**src/rtl/fesub.sv**
```systemverilog
// Word-serial subtractor over GF(2^255-19): out = (a_in - b_in) mod p.
// Raw and +p-corrected differences are built in parallel, LSW first.
module fesub #(
  parameter int W    = 17,
  parameter int N    = 15,
  parameter int C    = 19,
  parameter int LOGN = 4
) (
  input  logic           clock,
  input  logic           reset_n,
  input  logic           start,
  input  logic [N*W-1:0] a_in,
  input  logic [N*W-1:0] b_in,
  output logic           busy,
  output logic           done,
  output logic [N*W-1:0] out
);

  localparam int L = N * W;
  localparam logic [LOGN-1:0] IDLE = LOGN'(N);
  localparam logic [LOGN-1:0] LAST = LOGN'(N - 1);
  // p = 2^L - C: word 0 is 2^W - C, every other word is all ones
  localparam logic [W-1:0] PW0 = W'((1 << W) - C);

  logic [LOGN-1:0] i_q, i_d;
  logic [L-1:0]    a_q, a_d;
  logic [L-1:0]    b_q, b_d;
  logic [L-1:0]    raw_q, raw_d;
  logic [L-1:0]    cor_q, cor_d;
  logic            borrow_q, borrow_d;
  logic            carry_q, carry_d;
  logic            sel_q, sel_d;
  logic            busy_q, busy_d;
  logic            done_q, done_d;

  logic            run;
  logic [W-1:0]    pw;
  logic [W:0]      d;
  logic [W:0]      q;

  assign run = (i_q != IDLE);
  assign pw  = (i_q == '0) ? PW0 : '1;

  assign d = {1'b0, a_q[W-1:0]}
           - {1'b0, b_q[W-1:0]}
           - {{W{1'b0}}, borrow_q};
  assign q = {1'b0, d[W-1:0]}
           + {1'b0, pw}
           + {{W{1'b0}}, carry_q};

  always_comb begin
    i_d      = i_q;
    a_d      = a_q;
    b_d      = b_q;
    raw_d    = raw_q;
    cor_d    = cor_q;
    borrow_d = borrow_q;
    carry_d  = carry_q;
    sel_d    = sel_q;
    busy_d   = busy_q;
    done_d   = 1'b0;
    if (start) begin
      i_d      = '0;
      a_d      = a_in;
      b_d      = b_in;
      borrow_d = 1'b0;
      carry_d  = 1'b0;
      busy_d   = 1'b1;
    end else if (run) begin
      i_d      = i_q + LOGN'(1);
      a_d      = a_q >> W;
      b_d      = b_q >> W;
      raw_d    = {d[W-1:0], raw_q[L-1:W]};
      cor_d    = {q[W-1:0], cor_q[L-1:W]};
      borrow_d = d[W];
      carry_d  = q[W];
      if (i_q == LAST) begin
        busy_d = 1'b0;
        done_d = 1'b1;
        sel_d  = d[W];
      end
    end
  end

  always_ff @(posedge clock) begin
    if (!reset_n) begin
      i_q      <= IDLE;
      a_q      <= '0;
      b_q      <= '0;
      raw_q    <= '0;
      cor_q    <= '0;
      borrow_q <= 1'b0;
      carry_q  <= 1'b0;
      sel_q    <= 1'b0;
      busy_q   <= 1'b0;
      done_q   <= 1'b0;
    end else begin
      i_q      <= i_d;
      a_q      <= a_d;
      b_q      <= b_d;
      raw_q    <= raw_d;
      cor_q    <= cor_d;
      borrow_q <= borrow_d;
      carry_q  <= carry_d;
      sel_q    <= sel_d;
      busy_q   <= busy_d;
      done_q   <= done_d;
    end
  end

  assign busy = busy_q;
  assign done = done_q;
  assign out  = sel_q ? cor_q : raw_q;

endmodule

```
**config.mk**
```make
export PLATFORM = sky130hd
export DESIGN_NAME = fesub
export DESIGN_NICKNAME = d
export VERILOG_FILES = /design/src/rtl/fesub.sv
export SDC_FILE = /design/constraint.sdc
export NUM_CORES = 2
export LEC_CHECK = 0
export ABC_CLOCK_PERIOD_IN_PS = 6990
export BUFFER_PORTS_ARGS = -buffer_cell sky130_fd_sc_hd__clkbuf_2
export CORE_ASPECT_RATIO = 0.8
export CORE_MARGIN = 1
export CORE_UTILIZATION = 50
export CTS_BUF_LIST = sky130_fd_sc_hd__clkbuf_8
export CTS_CLUSTER_DIAMETER = 100
export DETAILED_ROUTE_END_ITERATION = 8
export MAX_ROUTING_LAYER = met4
export PLACE_DENSITY = 0.82
export SYNTH_ARGS = -nofsm -noshare
export SYNTH_HDL_FRONTEND = slang
export SYNTH_SLANG_ARGS = --single-unit
export TNS_END_PERCENT = 20
```
**constraint.sdc**
```tcl
create_clock -name clock -period 6.99 [get_ports clock]
set_input_delay 1.398 -clock clock [delete_from_list [all_inputs] [get_ports clock]]
set_output_delay 1.398 -clock clock [all_outputs]
set_load 0.005 [all_outputs]
```
==> flow_summary.toml <==
[placement]
place_inst = 7522
postPlaceCellArea_um2 = 48100
hpwl_mm = 96.5
gp_congestion = 0.945
io_buffers = 769

[timing]
skew_ns = 0.0497
post-route-period-util_pct = 59.6
maxClockFrequency_mhz = 240
relSlewSlack_pct = 12.5
fin_worst_hold_slack_ns = 0.420
hold_viol = 0
setup_viol = 0
worst_pin_slew_ns = 1.31
slew_viol_final = 0
rsz0062_at_grt = "false"
tns_ns = 0
layout_min_cycle_time_ns = 4.17

[detailed_routing]
wl_mm = 141
drc = 0
drt-wirelength-per-cell_um = 18.0
viasPerCell = 5.38
antenna_left = 0
drt_iter0_markers = 4352
num_vias = 42200
first_pass_iters = 6

[clock_tree]
path_clk_slew_ns = 0.06
cts_max_path_buffers = 3
cts_resized = 0
root_buffer = "clkbuf_8"
clock_latency_ns = 0.82
post_cts_buffers = 0
cts-buffers-inserted = 160
cts_hold_buf = 0
cts_tree = "yes"
cts_htree_levels = 4
cts_num_sinks = 1029

[logic_synthesis]
seq_area_frac_synth_pct = 46.6
syn_area_um2 = 44200
netlist.top_cell.by_area = "dfxtp_1"
yosysWarnings = 0
async_reset_ff_share_pct = 0
synth.distinct_cells = 64
synth_area_leaders = "dfxtp_1 (47%), a21oi_1 (17%), nand2_1 (17%), mux2_2 (6.5%), nor2_1 (4.3%)"
syn_area_per_cell_um2 = 7.35
synth_flop_cell = "dfxtp_1"
syn_nets = 6565
synth_edf_count = 0
synthCells = 6013
synth_top_area_share_pct = 46.6
ys_ff_latch = 1029

[worst_setup_path]
slowest_stage = "buf_12"
cp_num_buf_inv = 2
startpoint_type = "register"
slowest_delay_ns = 0.68
critPathCaptureType = "output pin"
worstSetupPathType = "reg -> out"
crit_required_ns = 5.59
cp_max_fo = 180
cp_top_family = "buffers and inverters"
crit_chain = "buf_12 > mux2_2 > clkbuf_2"
arrival_ns = 2.77

[grt]
gr-max-usage-layer = "met2"
grt_pass1_wl_mm = 210
grtUsageTotal_pct = 30.7
met2_usage_pct = 47.6
met1_usage_pct = 36.6
use_met3_pct = 8.10
antenna_found_initial = 50
grt_max_degree = 289
grt_pass1_vias = 38000
gr-total-overflow = 0

[layout]
drive_gt1_share_pct = 19.6
instances_no_fill = 7854
final_common_cell = "nand2_1"
area_growth_pct = 16.4
fin_area_um2 = 51400
final_cell_mix = "nand2_1 (1,977), a21oi_1 (1,495), dfxtp_1 (1,028)"
final_nets = 7048

[floorplanning]
rows = 97
core_area_um2 = 87500
die_h_um = 268
die-width_um = 334
die_area_um2 = 89600
io_pins = 770
start_util_pct = 50.5

[worst_hold_path]
hp-class = "reg -> reg"

[power]
leakagePower_nw = 20.2
powerDensity_nw_per_um2 = 254
ir_drop_uv = 225

[flow_run]
drv_cap = 0

[run_status]
outcome = "completed"
flip-flops by register name, indices dropped and copies added (netlist names):
signal and cells:
a_q 255, b_q 255, borrow_q 1, busy 1, carry_q 1, cor_q 255, done 1, i_q 4
raw_q 255, sel_q 1
synthesized netlist by cell type (4+ instances only):
master       n
a211oi_1    10
a21oi_1   1495
a21oi_2      4
buf_1       66
clkbuf_1   407
dfxtp_1   1029
ha_1        36
inv_1       61
mux2_2     255
nand2_1   1977
nand3_1      7
nand3b_1    36
nor2_1     507
nor3_1       8
o21a_1       5
o21ai_0     18
o21ai_1      6
xnor2_1     18
xor2_1       5
per-layer routing:
metal	vias up	routed length, um
li1	20800	-
met1	19700	56300
met2	1493	66200
met3	300	12000
met4	0	6570
met5	-	0
through the flow:
step                      util (%)  setup WS, ns  power (mW)
after floorplan                  -          3.64        7.55
after global placement        55.0          3.04        8.07
after detailed placement      55.0          2.99        8.10
after CTS                     58.6          2.80        13.1
after global routing          58.7          2.74        13.6
final                         58.8          2.82        13.0
power breakdown:
group | switching, mW | internal (mW) | leakage (nW) | total [mW]
logic | 1.15 | 0.583 | 9.91 | 1.73
clock network | 2.45 | 2.59 | 1.87 | 5.04
registers | 0.168 | 6.10 | 8.40 | 6.27
area by class of cell:
class                           count  area [um2]
Clock buffer                      189        2600
Fill cell                        8014       36100
Multi-Input combinational cell   4444       21600
Sequential cell                  1029       20600
Antenna cell                       51         128
Timing Repair Buffer              799        4250
Clock inverter                     92         559
Tap cell                         1188        1490
Inverter                           62         240
cells by family after synthesis:
group	synth area share (%)
AO/OA/AOI/OAI	18.1
XOR/XNOR	0.529
adder cells (fa/ha/maj)	1.16
buffers and inverters	4.69
flip-flops	46.6
multiplexers	6.54
AND/OR/NAND/NOR	22.4
worst reg2reg max path, cell delays in order (launching register included):
cell     delay (ns)
dfxtp_1        0.35
ha_1           0.28
nand3_4        0.70
buf_4          0.94
buf_4          0.98
nand2_1        0.26
a21oi_1        0.20
a21oi_1        0.06
nor2_1         0.12
final timing paths:
path | from | end | slack [ns] | depth (start not counted)
hold reg to reg | raw_q[192]$_SDFFE_PN0P_ | raw_q[175]$_SDFFE_PN0P_ | 0.42 | 2
setup reg to reg | i_q[1]$_SDFFE_PN1P_ | b_q[107]$_SDFFE_PN0P_ | 3.06 | 8
hold / removal | raw_q[192]$_SDFFE_PN0P_ | raw_q[175]$_SDFFE_PN0P_ | 0.42 | 2
setup / recovery | sel_q$_SDFFE_PN0P_ | out[165] | 2.82 | 3
Note: power is estimated with default switching activity, not from simulation.
